`src/rtl/uart_sram_read_bridge_if.sv`:
```
// ---------------------------------------------------------------------------
// uart_sram_read_bridge_if
// Bundles the UART command-bus read handshake and the SRAM read port seen by
// uart_sram_read_bridge.
//   uart_address/uart_read/uart_req : request from the bus master
//   uart_gnt                        : bridge idle, request may be accepted
//   uart_rd_data/uart_rd_valid      : returned byte + one-cycle strobe
//   sram_address/sram_read_enable   : registered SRAM read address + enable
//   sram_read_data                  : byte coming back from the SRAM
// The master modport is the environment side (bus master plus SRAM data
// source); the slave modport is the bridge side.
// ---------------------------------------------------------------------------
interface uart_sram_read_bridge_if;
    logic [15:0] uart_address;
    logic        uart_read;
    logic        uart_req;
    logic        uart_gnt;
    logic [7:0]  uart_rd_data;
    logic        uart_rd_valid;
    logic [9:0]  sram_address;
    logic        sram_read_enable;
    logic [7:0]  sram_read_data;

    modport master (
        output uart_address, uart_read, uart_req, sram_read_data,
        input  uart_gnt, uart_rd_data, uart_rd_valid, sram_address, sram_read_enable
    );

    modport slave (
        input  uart_address, uart_read, uart_req, sram_read_data,
        output uart_gnt, uart_rd_data, uart_rd_valid, sram_address, sram_read_enable
    );
endinterface

```
`src/rtl/uart_sram_read_bridge.sv`:
```
// ---------------------------------------------------------------------------
// uart_sram_read_bridge
// Read side of the UART-to-SRAM path. Accepts a read request when idle,
// registers the 10-bit SRAM address, waits READ_LATENCY clocks and returns
// the byte with a one-cycle valid strobe. Addresses with any of bits [15:10]
// set are outside the 1 KiB window and return OOR_DATA with identical timing.
// Ports:
//   clk50_dup : sole clock (rising edge)
//   rst       : asynchronous active-high reset
//   bus       : uart_sram_read_bridge_if.slave (UART handshake + SRAM read port)
// Parameters:
//   READ_LATENCY : clocks from registered address to valid SRAM data (>= 1)
//   LAT_W        : latency counter width, READ_LATENCY <= 2**LAT_W - 1
//   OOR_DATA     : byte returned for out-of-range addresses
// ---------------------------------------------------------------------------
module uart_sram_read_bridge #(
    parameter int unsigned READ_LATENCY = 1,
    parameter int unsigned LAT_W        = 2,
    parameter logic [7:0]  OOR_DATA     = 8'h00
) (
    input  logic                    clk50_dup,
    input  logic                    rst,
    uart_sram_read_bridge_if.slave  bus
);
    typedef enum logic [1:0] {
        IDLE = 2'd0,
        WAIT = 2'd1,
        DONE = 2'd2
    } state_t;

    localparam logic [LAT_W-1:0] LAST_CNT = LAT_W'(READ_LATENCY - 1);

    state_t           state_q;
    logic [LAT_W-1:0] cnt_q;
    logic             oor_q;
    logic [7:0]       rd_data_q;
    logic [9:0]       sram_addr_q;
    // Status outputs are registered alongside the state so they carry no
    // combinational path from the inputs.
    logic             gnt_q;
    logic             valid_q;
    logic             ren_q;

    always_ff @(posedge clk50_dup or posedge rst) begin
        if (rst) begin
            state_q     <= IDLE;
            cnt_q       <= '0;
            oor_q       <= 1'b0;
            rd_data_q   <= 8'h00;
            sram_addr_q <= 10'h000;
            gnt_q       <= 1'b1;
            valid_q     <= 1'b0;
            ren_q       <= 1'b0;
        end else begin
            case (state_q)
                IDLE: begin
                    // Write traffic (req without read) is never accepted here.
                    if (bus.uart_req && bus.uart_read && gnt_q) begin
                        state_q     <= WAIT;
                        sram_addr_q <= bus.uart_address[9:0];
                        oor_q       <= |bus.uart_address[15:10];
                        cnt_q       <= '0;
                        gnt_q       <= 1'b0;
                        ren_q       <= 1'b1;
                    end
                end
                WAIT: begin
                    // Counter stops at LAST_CNT, so it can never wrap.
                    if (cnt_q == LAST_CNT) begin
                        state_q   <= DONE;
                        rd_data_q <= oor_q ? OOR_DATA : bus.sram_read_data;
                        ren_q     <= 1'b0;
                        valid_q   <= 1'b1;
                    end else begin
                        cnt_q <= cnt_q + 1'b1;
                    end
                end
                DONE: begin
                    state_q <= IDLE;
                    valid_q <= 1'b0;
                    gnt_q   <= 1'b1;
                end
                default: begin
                    state_q <= IDLE;
                    gnt_q   <= 1'b1;
                    valid_q <= 1'b0;
                    ren_q   <= 1'b0;
                end
            endcase
        end
    end

    assign bus.uart_gnt         = gnt_q;
    assign bus.uart_rd_valid    = valid_q;
    assign bus.uart_rd_data     = rd_data_q;
    assign bus.sram_address     = sram_addr_q;
    assign bus.sram_read_enable = ren_q;
endmodule
```
`src/flat_wrapper.sv`:
```
// flat-port wrapper written by rule: the top's interface ports become plain ports
module uart_sram_read_bridge_flat 
#(
    parameter int unsigned READ_LATENCY = 1,
    parameter int unsigned LAT_W        = 2,
    parameter logic [7:0]  OOR_DATA     = 8'h00
)
  (clk50_dup, rst, bus_uart_address, bus_uart_read, bus_uart_req, bus_sram_read_data, bus_uart_gnt, bus_uart_rd_data, bus_uart_rd_valid, bus_sram_address, bus_sram_read_enable);
  uart_sram_read_bridge_if bus_i ();
  input  logic clk50_dup;
  input  logic rst;
  input wire logic [$bits(bus_i.uart_address)-1:0] bus_uart_address;
  input wire logic [$bits(bus_i.uart_read)-1:0] bus_uart_read;
  input wire logic [$bits(bus_i.uart_req)-1:0] bus_uart_req;
  input wire logic [$bits(bus_i.sram_read_data)-1:0] bus_sram_read_data;
  output wire logic [$bits(bus_i.uart_gnt)-1:0] bus_uart_gnt;
  output wire logic [$bits(bus_i.uart_rd_data)-1:0] bus_uart_rd_data;
  output wire logic [$bits(bus_i.uart_rd_valid)-1:0] bus_uart_rd_valid;
  output wire logic [$bits(bus_i.sram_address)-1:0] bus_sram_address;
  output wire logic [$bits(bus_i.sram_read_enable)-1:0] bus_sram_read_enable;
  assign bus_i.uart_address = bus_uart_address;
  assign bus_i.uart_read = bus_uart_read;
  assign bus_i.uart_req = bus_uart_req;
  assign bus_i.sram_read_data = bus_sram_read_data;
  assign bus_uart_gnt = bus_i.uart_gnt;
  assign bus_uart_rd_data = bus_i.uart_rd_data;
  assign bus_uart_rd_valid = bus_i.uart_rd_valid;
  assign bus_sram_address = bus_i.sram_address;
  assign bus_sram_read_enable = bus_i.sram_read_enable;
  uart_sram_read_bridge #(.READ_LATENCY(READ_LATENCY), .LAT_W(LAT_W), .OOR_DATA(OOR_DATA)) u_core (.clk50_dup(clk50_dup), .rst(rst), .bus(bus_i));
endmodule
```
`config.mk`:
```
export PLATFORM = sky130hd
export DESIGN_NAME = uart_sram_read_bridge_flat
export DESIGN_NICKNAME = d
export VERILOG_FILES = /design/src/rtl/uart_sram_read_bridge_if.sv /design/src/rtl/uart_sram_read_bridge.sv /design/src/flat_wrapper.sv
export SDC_FILE = /design/constraint.sdc
export NUM_CORES = 1
export LEC_CHECK = 0
export BUFFER_PORTS_ARGS = -buffer_cell sky130_fd_sc_hd__buf_2
export CORE_ASPECT_RATIO = 0.6
export CORE_MARGIN = 3
export CORE_UTILIZATION = 45
export DETAILED_ROUTE_END_ITERATION = 10
export PLACE_DENSITY = 0.77
export SLEW_MARGIN = 30
export SYNTH_ARGS = -nofsm -noshare
export SYNTH_HDL_FRONTEND = slang
export SYNTH_SLANG_ARGS = --single-unit
```
`constraint.sdc`:
```
create_clock -name clk50_dup -period 1.7 [get_ports clk50_dup]
set_clock_uncertainty 0.1 [all_clocks]
set_input_delay 0.085 -clock clk50_dup [delete_from_list [all_inputs] [get_ports clk50_dup]]
set_output_delay 0.085 -clock clk50_dup [all_outputs]
set_load 0.01 [all_outputs]
```
# Word level (Yosys, flattened, before mapping)
# Index checks and enable logic that the tools add are counted.
# op_classes
add_sub_neg	1
eq_ne	5
muxes	14
bitwise_logic	3
reduce_logical	13
# ops
cell	n
$reduce_and 2->1	5
$mux 2	4
$mux 8	1
$pmux 2 s2	2
$reduce_and 3->1	2
$reduce_or 6->1	1
$logic_not 2->1	2
$mux 1	4
$ne 2x1->1 const B	2
$pmux 1 s2	2
$not 1->1	3
$pmux 1 s3	1
$add 2x1->2 const B	1
$eq 2x1->1 const B	1
$eq 2x2->1 const B	1
$logic_and 1x1->1	2
$ne 2x2->1 const B	1
$reduce_bool 2->1	1
# totals
ff_bits	26
inputBits	28
output_inout_bits	21
elab_cells	44

# Logic depth before layout (Yosys ltp)
# Gate-level depths: netlist (run 1).
# depth
word_depth	4
depth_mapped	6
ltp_nobuf	5

# Least setup slack after synthesis (run 1)
# Ideal clock, no wire load.
# synth_path
path_kind	register to register
startpoint	register u_core.cnt_q[0]
endpoint	register u_core.cnt_q[0]
setup_ns	0.118
t_arrival_ns	1.277
required_time_ns	1.482
setup_slack_ns	0.205
stages_incl_launch_ff	6
path_buffers	0
synth_period_minus_slack_ns	1.495
path_cell_list	dfrtp_1 > inv_1 > ha_1 > or3b_4 > and2_1 > a21o_1
# synth_via
elab_chain_cells	3
word_cells_on_any_way	6
cone_classes	1 x add/sub; 1 x eq/ne; 2 x mux; 2 x reduce/logical
# synth_lines
element	line_no	source
start, declared	uart_sram_read_bridge.sv:34	logic [LAT_W-1:0] cnt_q;
start signal, assigned	uart_sram_read_bridge.sv:75	cnt_q <= cnt_q + 1'b1;
$add 2x1->2 or $logic_not 2->1 (tied branches)	uart_sram_read_bridge.sv:75, uart_sram_read_bridge.sv:69	
$mux 2 or $ne 2x2->1 (tied branches)	n/a	
$pmux 2 s2 or $reduce_and 3->1 (tied branches)	n/a	
# Several ways; a longest one is shown, not always the timed one. The select of a mux whose other input is x is not followed.
# A chain may end at the register's enable or synchronous reset.

# Worst setup path after layout (run 1)
# Same ends and word-level chain as after synthesis.

==> metrics list, run 1 <==
- The via count of the first global-routing pass is approximately 870.
* Post-synthesis cell type with the largest combined area: dfrtp_1
- Yosys mapped a number of flops with a built-in enable equal to 0.
- The die is 69.4 um wide.
- Share of synthesized flip-flops with an asynchronous set or reset: 100%
- Post-synthesis instance area: roughly 1100 um^2
* Post-synthesis instance total: about 90
- Worst slew margin: about 77%
- For this run, the leading register cell type out of synthesis is dfrtp_1.
- Routed vias/inst: 4.54
- Number of buffers added on ports: between 40 and 50
- Relative to the synthesized area, the layout overhead comes to 48.3%.
- In this run the worst hold path is classified as primary input to register.
- STA classifies the critical path startpoint as a register.
* First-pass GRT wire length: approximately 4300 um
- Worst Reg-to-Reg Cells: 5
* Library cells used by synthesis: 21
* Areal power density over the cells: approximately 1400 nW/um^2
* Worst Path Max Fanout: 5
* Detailed-router iteration count before antenna repair: 4
- Dpl cells: 166
- The startpoint identified for the worst register-to-register timing path is u_core.cnt_q[0].
* Worst Hold Path EP: u_core.oor_q
* Layout cells sized above 1: between 40 and 50%
* Number of hold violations in the final report: 0
- After detailed routing, the average wire length per cell comes to between 10 and 15 um.
- Syn avg cell area: roughly 12 um^2
- Area occupied by registers: roughly 650 um^2
- The count of cells in the finished layout, fillers not included, comes to 189.
- Setup violations remaining at the end of the flow were counted as 0.
- Buffer count from post-CTS setup fixing: 0
* Static leakage: roughly 0.82 nW
- Achievable clock frequency: ~640 MHz
- Critical setup path kind: register to register
* Number of placement rows: 13
- Global routing used between 10% and 20% of the available tracks.
- Data required time at the worst endpoint: 1.77 ns
* Total of fill cells in the finished design: 164
* Measured slew at the worst slew-check pin: 0.340 ns
* Post-layout utilization of the core: between 70% and 80%
* Number of flip-flops and latches in the synthesized netlist: 26
- Via count: roughly 860
- RSZ-0062 raised after global routing: false
- TritonCTS created 3 clock buffers.
- Overall routed net length: ~2400 um
* Chip height: 44.0 um
* Remaining global-route overflow: 0
- Post-synthesis sequential area ratio: 60.1%
- After the first detailed-routing iteration, the DRC count stood at 19.
- Count of final max-slew check failures: 0
- Largest net degree at the start of global routing: 19
- Counting instances, the worst hold path has a depth of 4.
* Die Footprint: about 3000 um^2
- In this run the number of H-tree levels came out at 1.
* Source-to-sink clock delay at the later pin of the worst-skew pair: between 0.2 and 0.3 ns
* WP data arrival: between 1.5 and 2 ns
- In the final design database the tool counted around 190 nets.
- Subtracting the final worst setup slack from the clock period gives 1.57 ns.
- Outcome: finished, final reports clean
- In the final layout, the multi-input gates occupy 397 um^2.
- 49 I/O pins were placed.
- DRC Markers: 0
- No sink is reached through more buffers than the 2 on the longest clock path.
- Ranked by total cell area, the synthesized netlist is headed by dfrtp_1, mux2_4, mux2_2, nand2b_1, o21ai_0.
- Net count after synthesis: about 120
* CTS tree: yes
* Antenna violations before repair: 0
* Root cell of the clock tree: clkbuf_8
- Number of sinks driven by the clock tree: 26
- Area of the core: between 2000 and 2500 um^2
- The number of antenna diodes in the final layout is 0.
* Nature of the critical path endpoint: register
* Starting Density: between 40% and 50%
- End of the worst register-to-register path: u_core.cnt_q[0]
- After clock tree synthesis, the clock-pin slew on the worst setup and hold paths is about 0.08 ns.
- IR analysis of the VDD net gives a maximum drop of 0.647 mV.
- Total negative slack: 0 ns
* Ratio of final minimum period to clock period: 92.3%
- Number of antenna-violating nets in the routed design: 0
- Leading post-synthesis cells by instance count: dfrtp_1, nand2_1, o21ai_0
- Routability congestion estimate: 0.717
* Most common cell in the synthesized netlist: dfrtp_1
* Startpoint of the most critical hold path: bus_uart_address[10]
- Overall power: about 2.2 mW
* Post-detailed-placement half-perimeter wirelength: around 1600 um
- For flop-to-flop paths, the worst setup slack is approximately 0.13 ns.
- Warning count from the yosys run: 0
- Of the post-synthesis cell area, the dominant cell type holds 57.7%.
* Max-cap violations: 0
[worst max path at each step]
stage                         start  depth (start not counted)  slack [ns]                    endpoint
floorplan           u_core.cnt_q[0]                          5        0.20             u_core.cnt_q[0]
global placement    u_core.cnt_q[0]                          5        0.19             u_core.cnt_q[0]
detailed placement  u_core.cnt_q[0]                          5        0.12             u_core.cnt_q[0]
CTS                 u_core.cnt_q[0]                          5        0.09             u_core.cnt_q[0]
global route        u_core.cnt_q[0]                          6        0.04  u_core.bus.uart_rd_data[7]
finish              u_core.cnt_q[0]                          5        0.13             u_core.cnt_q[0]
[metal layers]
layer  GRT usage, %  share of wire (%)  vias up  routed length [um]
li1               -                  -      431                   -
met1           20.9                 39      402                 953
met2           33.1                 54       21                1310
met3           6.58                5.7        5                 138
met4           9.73                1.7        0                  42
met5              0                  0        -                   0
[per-stage QoR]
step                hold WS [ns]  worst slack, ns  area (um^2)
floorplan                 0.0243            0.205         1080
global route              0.0383           0.0397         1610
finish                    0.0204            0.130         1610
CTS                       0.0265           0.0883         1610
global placement         -0.0551            0.190         1360
detailed placement       -0.0421            0.121         1360
[where the power goes]
part	total [mW]	internal [mW]	leakage [nW]	switching, mW
combinational	0.787	0.416	0.471	0.371
clock	0.390	0.207	0.0288	0.183
sequential	1.02	0.872	0.324	0.143
[flip-flops by register name, summed over array words and instances (netlist names)]
signal	cells
u_core.bus.sram_address	10
u_core.bus.uart_rd_data	8
u_core.cnt_q	2
u_core.state_q	2
u_core.bus.sram_read_enable	1
u_core.bus.uart_gnt	1
u_core.bus.uart_rd_valid	1
u_core.oor_q	1
[area by class of cell]
type,count,area share [%]
sequential,26,40.5
timing repair buffer,69,27.7
multi-input combinational,54,24.7
clock buffer,4,3.42
tap,30,2.33
inverter,6,1.40
[layout by cell type (no fill, tap or decap), types with 2 or more instances in the layout]
cell,synthesis,final
mux2_2,6,6
dlygate4sd3_1,0,19
nand2_1,12,12
nand2b_1,8,8
o21ai_0,10,10
inv_1,6,6
buf_4,0,2
mux2_4,5,5
buf_2,1,48
clkbuf_8,0,4
dfrtp_1,25,25
nor2_1,3,3
[what timing repair did]
item | CTS | global route
hold endpoints to repair | 26 | 0
hold buffers | 19 | 0
setup endpoints to repair | 0 | 1
resized for setup | 0 | 1
[logic make-up (layout without fill, tap and decap cells)]
family	count (synthesis)	in the layout	share of synthesized area, %
flops	26	26	60.1
mux	11	11	13.1
compound gates	13	13	6.81
simple gates	29	29	15.2
buf+inv	8	79	3.57
fa+ha+maj	1	1	1.15
[critical path, cell delays in order, from the launching register on]
cell and delay (ns):
dfrtp_1 0.38, inv_1 0.06, ha_2 0.19, or3b_4 0.40, and2_1 0.17, a21o_1 0.17
No activity file was read; power rests on OpenSTA's default activity.
==> run 2, diff against run 1 <==
CORE_UTILIZATION = 41   (was 45)
PLACE_DENSITY = 0.74   (was 0.77)
clock period = 1.4 ns   (was 1.7 ns; I/O delays follow)
==> run 2 against run 1 <==
  * The run now ends with setup timing left
  * Die area is 8.7% higher
  * Non-clock buffer count up 7
  * Via count is 8.0% higher
  * Largest power group unchanged
  * Hold slack better by 0.00081 ns
  * First-iteration DRC count up 5.3%
  * Fmax is 4.1% higher
  * Wire length up 17%
  * Highest routed layer unchanged
==> metrics list, run 2 (same netlist as run 1, synthesis figures left out) <==
- The run finished, with violations left.
* Violations in the final reports: setup timing
* Antenna violations before repair: 0 (unchanged)
* Area of the core: 2330 um^2 (+4.4%)
* Total of fill cells in the finished design: 163 (-0.61%)
* Die Footprint: 3320 um^2 (+8.7%)
- Number of placement rows: 13 (unchanged)
- The leakage power was 0.866 nW (+5.2%).
* Setup WS post-layout: -0.108 ns (-0.238 ns)
- Nature of the critical path endpoint: register
- Worst slew margin: 78.6% (+1.3 points)
- The internal portion of total power was 1.85 mW (+23%).
* Most common library cell in the layout ignoring fill and taps: buf_2
- The maximum number of pins on one net before global-route repair was 27 (+8).
* Critical setup path kind: register to register
* Setup crit start kind: register
- Remaining global-route overflow: 0 (unchanged)
* Startpoint of the most critical hold path: bus_uart_address[14]
- The clock input transition at the sequential cells of the worst setup and hold paths is 0.09 ns (about the same).
* Hold-critical path depth: 4 (unchanged)
- Worst reg2reg path startpoint: u_core.cnt_q[1]
* Net Sw Frac: 32.5% (+0.75 points)
* Number of antenna diodes: 0 (unchanged)
- Count of final max-slew check failures: 0 (unchanged)
* CTS H-Tree Depth: 1 (unchanged)
- HP Class: primary input to register
- Global routing met3 resource utilization: 5.29% (-1.3 points)
- The number of hold violations in the final report is 0 (unchanged).
- The area growth from synthesis to layout is 55.7%.
* Areal power density over the cells: 1620 nW/um^2 (+19%)
- RSZ-0062 raised after global routing: true
- GRT met1 Usage: 19.5% (-1.3 points)
* Total track usage: 17.6% (-1.2 points)
- The final net count is 196 (+3.7%).
- First-pass GRT wire length: 4250 um (-0.65%)
- The detail-routed via count per cell is 4.73 (+4.2%).
- Combinational fraction of design power: 36.7% (+0.8 points)
- Worst setup slack after placement: -0.102 ns (-0.223 ns)
* Sequential group share of total power: 45.5% (-0.8 points)
* Number of flip-flops under the largest register name: 10 (unchanged)
- The final hold slack came to 0.0212 ns (+0.000806 ns).
- Max VDD drop: 1.07 mV (+65%)
* R2R Setup Slk: -0.11 ns (-0.24 ns)
- The setup-violating endpoint count in the final report was 8 (+8).
- The number of clock sinks came to 26 (unchanged).
* Root cell of the clock tree: clkbuf_8
* Detailed-router iteration count before antenna repair: 4 (unchanged)
* Width of the chip: 72.4 um (+4.4%)
- The number of nets still failing antenna checks after routing is 0 (unchanged).
- Ratio of final minimum period to clock period: 108% (+15 points)
* Overall routed net length: 2840 um (+17%)
- End of the worst register-to-register path: u_core.cnt_q[0]
- The ratio of cells with drive above 1 in the final layout came to 49.4% (+4.7 points).
- Gr busiest metal: met2
- The total vias in the final route is 928 (+8.0%).
- The count of unresolved DRC violations after routing came to 0 (unchanged).
- Worst Reg-to-Reg Cells: 5 (unchanged)
* Minimum period implied by the final worst setup slack: 1.51 ns (-0.0618 ns)
* Measured slew at the worst slew-check pin: 0.321 ns (-0.0187 ns)
* Post-detailed-placement half-perimeter wirelength: 1790 um (+8.5%)
- The number of DRC markers in iteration 0 is 20 (+1).
- CTS tree: yes
* Maximum number of buffers from clock root to sink: 2 (unchanged)
* Achievable clock frequency: 663 MHz (+4.1%)
- The data required time at the worst endpoint is 1.47 ns (-0.30 ns).
* Number of buffers added on ports: 48 (unchanged)
- The total I/O pin count was 49 (unchanged).
* Mean routed wirelength per cell: 14.5 um (+12%)
- Starting Density: 46.6% (-2.0 points)
- The count of maximum capacitance violations is 0 (unchanged).
- Chip height: 45.8 um (+4.1%)
- Net switching power figure: 0.890 mW (+28%)
- Worst Hold Path EP: u_core.oor_q
- The peak fanout along the critical path came to 4 (-1).
- The global-route track usage on met2 is 33.3% (+0.13 points).
* WP data arrival: 1.58 ns (-0.05 ns)
- Commonest cells after routing, fill and taps aside: buf_2, dfrtp_1, dlygate4sd3_1, nand2_1
- The final estimated routing congestion in global placement was 0.715 (-0.28%).
- The number of CTS-inserted buffers is 3 (unchanged).
* Vias in the first global route: 949 (+9.6%)
- Clock share of power: 17.8% (about the same)
- Source-to-sink clock delay at the later pin of the worst-skew pair: 0.27 ns (about the same)
run 2: cell count changes in the layout (fill, tap and decap cells not counted), moves of 2 or more:
cell,previous run,this run
buf_4,2,8
inv_1,6,4
inv_2,0,2
o21ai_0,10,8
o21ai_1,0,2
run 2: cell type report:
cell class	count	area [um^2]	share of cell area [%]
multi-input cells	54	412	24.4
well taps	30	37.5	2.22
repair buffers	76	510	30.2
clock buffers	4	55.1	3.26
inverters	6	22.5	1.33
flip-flops and latches	26	652	38.6
run 2: worst max-delay path, cell delays in order (launching register included):
cell and delay (ns):
dfrtp_1 0.39, inv_2 0.06, ha_4 0.15, or3b_4 0.41
and2_4 0.15, a21o_1 0.14
run 2: repair_timing:
action | 4_1_cts | 5_1_grt
pin swaps | 2 | 1
hold buffers | 19 | 0
setup endpoints to repair | 2 | 20
resized for setup | 1 | 6
buffers inserted | 2 | 1
endpoints found under the hold margin | 43 | 0
run 2: power by group through the flow:
stage	registers, mW	logic, mW	clock network [mW]
after CTS	1.24	0.998	0.499
after floorplan	1.37	0.380	0
after detailed placement	1.25	0.956	0
after global routing	1.28	1.10	0.516
final	1.24	1.00	0.487
after global placement	1.22	0.934	0
run 2: how the worst max path moves through the flow:
stage	slack [ns]	to	cells past startpoint	startpoint
6_report	-0.11	u_core.cnt_q[0]	5	u_core.cnt_q[1]
5_1_grt	-0.14	u_core.cnt_q[0]	5	u_core.cnt_q[0]
4_1_cts	-0.06	u_core.cnt_q[0]	5	u_core.cnt_q[1]
3_5_place_dp	-0.10	u_core.cnt_q[0]	5	u_core.cnt_q[1]
3_3_place_gp	-0.05	u_core.cnt_q[0]	5	u_core.cnt_q[1]
2_1_floorplan	-0.04	u_core.cnt_q[0]	5	u_core.cnt_q[0]
run 2: stage by stage:
stage | power, mW | util, % | area, um^2 | instances | setup TNS, ns
floorplan | 1.75 | - | 1090 | 88 | -0.0433
global placement | 2.16 | 60.5 | 1410 | 170 | -0.0672
detailed placement | 2.21 | 60.5 | 1410 | 170 | -0.170
CTS | 2.74 | 71.8 | 1670 | 195 | -0.0854
global route | 2.89 | 72.6 | 1690 | 196 | -0.875
finish | 2.74 | 72.6 | 1690 | 196 | -0.292
run 2: metal layers:
metal | routed length [um] | part of all wire, %
met5 | 0 | 0
met4 | 34 | 1.2
met3 | 185 | 6.5
met2 | 1510 | 53
met1 | 1110 | 39
==> run 3, diff against run 2 <==
CORE_ASPECT_RATIO = 0.75   (was 0.6)
CORE_UTILIZATION = 49   (was 41)
PLACE_DENSITY = 0.83   (was 0.74)
clock period = 1.9 ns   (was 1.4 ns; I/O delays follow)
==> run 3 against run 2 <==
  * Sequential power is 27% lower
  * Flip-flop and latch count stayed put
  * Register-to-register slack better by 0.40 ns
  * Count of clock-buffer cells in the layout is 1 lower
  * Largest cell class unchanged
  * Clock power is 23% lower
  * Utilization is 6.4 points higher
  * Via count is 4.5% lower
  * Design area is 4.1% lower
  * The flow finishes with violations (hold timing)
==> metrics list, run 3 (same netlist as run 1, synthesis figures left out) <==
* Outcome: finished, violations left
* Violations in the final reports: hold timing
* Data required time at the worst endpoint: 2.00 ns (+0.53 ns)
* Overall routed net length: 2440 um (-14%)
- The peak per-stage delay on the critical path came to 0.41 ns (about the same).
* Area added between synthesis and finish: 49.3%
- The core area is 2050 um^2 (-12%).
* Area occupied by registers: 652 um^2 (unchanged)
- Number of buffers added on ports: 48 (unchanged)
- The instance count on the critical path is 5 (unchanged).
- TritonCTS built the clock tree.
* Worst slew margin: 63.2% (-15 points)
* Via count: 886 (-4.5%)
- Static leakage: 0.833 nW (-3.8%)
* WP data arrival: 1.71 ns (+0.13 ns)
- HP Class: primary input to register
- Remaining global-route overflow: 0 (unchanged)
- The count of unresolved DRC violations after routing was 0 (unchanged).
- The kind of cell with the highest combined delay along the critical path is simple AND/OR/NAND/NOR gates.
* Worst Path Max Fanout: 18 (+14)
- Number of CTS-inserted buffers: 3 (unchanged)
* Worst Reg-to-Reg Cells: 5 (unchanged)
* Ratio of final minimum period to clock period: 84.7% (-23 points)
- Width of the chip: 60.3 um (-17%)
* Overall power: 1.98 mW (-27%)
* CTS H-Tree Depth: 1 (unchanged)
- Walking the worst path, the cells encountered are inv_1, ha_1, nand3b_1, nand2_1, o21ai_0.
- Starting Density: 52.9% (+6.3 points)
* Count of final max-slew check failures: 0 (unchanged)
* Layout cells sized above 1: 42.9% (-6.5 points)
* Die Footprint: 2820 um^2 (-15%)
* Register clock-pin slew on the reported worst setup and hold paths: 0.14 ns (+0.05 ns)
- Most common library cell in the layout ignoring fill and taps: buf_2
* Source-to-sink clock delay at the later pin of the worst-skew pair: 0.33 ns (+0.06 ns)
* Post-layout utilization of the core: 79.0% (+6.4 points)
- Critical path buffers and inverters: 1 (unchanged)
* Nature of the critical path endpoint: register
- Smallest hold slack: -0.00527 ns (-0.0264 ns)
- Largest net degree at the start of global routing: 19 (-30%)
- The power density of the placed cells came to 1230 nW/um^2 (-24%).
- Achievable clock frequency: 622 MHz (-6.3%)
* Number of antenna diodes: 0 (unchanged)
- Number of antenna-violating nets in the routed design: 0 (unchanged)
- Number of sinks driven by the clock tree: 26 (unchanged)
- The count of maximum capacitance violations was 0 (unchanged).
- The number of rows created at floorplan came to 14 (+1).
- Commonest cells after routing, fill and taps aside: buf_2, dfrtp_1, dlygate4sd3_1, nand2_1, o21ai_0
- RSZ-0062 raised after global routing: false
- The initial antenna violation count was 0 (unchanged).
- Final number of setup-violating endpoints: 0 (-8)
- The final estimated routing congestion in global placement came to 0.705 (-1.4%).
- The number of optimization iterations in the first detailed-route pass is 4 (unchanged).
- Number of hold violations in the final report: 1 (+1)
- Number of nets at the end of the flow: 191 (-2.6%)
- Total negative slack: 0 ns (+0.292 ns)
- IO Pins: 49 (unchanged)
- Mean routed wirelength per cell: 13.2 um (-9.2%)
* Total of fill cells in the finished design: 134 (-18%)
- The via count of the first global-routing pass came to 863 (-9.1%).
- The detail-routed via count per cell was 4.79 (+1.2%).
* Minimum period implied by the final worst setup slack: 1.61 ns (+0.101 ns)
- Setup crit start kind: register
- Post-detailed-placement half-perimeter wirelength: 1710 um (-4.4%)
- Chip height: 46.8 um (+2.0%)
- The area of combinational cells with multiple inputs is 394 um^2 (-4.3%).
- The worst setup path is of the register to register kind.
- Total track usage: 18.0% (+0.41 points)
- Hold-critical path depth: 4 (unchanged)
* Measured slew at the worst slew-check pin: 0.551 ns (+0.230 ns)
- Maximum number of buffers from clock root to sink: 2 (unchanged)
- Root cell of the clock tree: clkbuf_4
* First-pass GRT wire length: 3630 um (-15%)
- Number of flip-flops under the largest register name: 10 (unchanged)
- The worst IR drop on VDD was 1.06 mV (-1.0%).
* Slowest library cell on the worst path: dfrtp_1
* First DRT Iteration DRCs: 10 (-50%)
-- run 3: cell count changes in the layout (fill, tap and decap cells not counted), sizes merged --
cell / before / now
buf: 57 / 49
bufinv: 0 / 1
clkbuf: 4 / 3
dlygate4sd3: 19 / 22
-- run 3: area by class of cell --
| class | count | area share, % |
|---|---|---|
| Multi-Input combinational cell | 54 | 24.3 |
| Clock buffer | 3 | 1.39 |
| Clock inverter | 1 | 1.85 |
| Sequential cell | 26 | 40.3 |
| Tap cell | 24 | 1.85 |
| Timing Repair Buffer | 71 | 28.9 |
| Inverter | 6 | 1.39 |
-- run 3: worst paths after layout --
path / from / end / slack, ns
max in group asynchronous: rst / u_core.bus.uart_rd_data[0] / 0.97
worst min-delay path: bus_uart_address[15] / u_core.oor_q / -0.005
worst max-delay path: u_core.cnt_q[0] / u_core.bus.uart_rd_data[7] / 0.29
worst max register to register: u_core.cnt_q[0] / u_core.bus.uart_rd_data[7] / 0.29
worst min register to register: u_core.bus.uart_rd_data[6] / u_core.bus.uart_rd_data[6] / 0.40
min in group asynchronous: rst / u_core.bus.uart_rd_data[5] / 0.18
-- run 3: worst min-delay path: cells and delay by family --
family,cells,cell delay [ns]
muxes,1,0.13
buffers and inverters,1,0.08
and+or+nand+nor,2,0.09
-- run 3: timing repair --
action	in CTS	in global routing
resized for setup	0	0
hold buffers	22	0
endpoints found under the hold margin	30	0
endpoints found under the setup margin	0	0
buffers inserted	0	0
-- run 3: stage by stage --
step	area (um^2)	setup slack, ns	instances
2_1_floorplan	1080	0.405	88
3_3_place_gp	1350	0.387	159
3_5_place_dp	1350	0.300	159
4_1_cts	1620	0.279	185
5_1_grt	1620	0.154	185
6_report	1620	0.291	185
-- run 3: power by group --
part           leakage (nW)  switching, mW  internal (mW)
logic                 0.482          0.329          0.371
clock network        0.0279          0.162          0.214
registers             0.324          0.130          0.779
total                 0.833          0.621           1.36
-- run 3: per-layer routing --
metal	wire [um]	vias up	track usage, %
met5	0	-	0
met4	25	0	3.98
met3	134	4	4.95
met2	1330	28	35.1
met1	952	416	19.9
li1	-	438	-
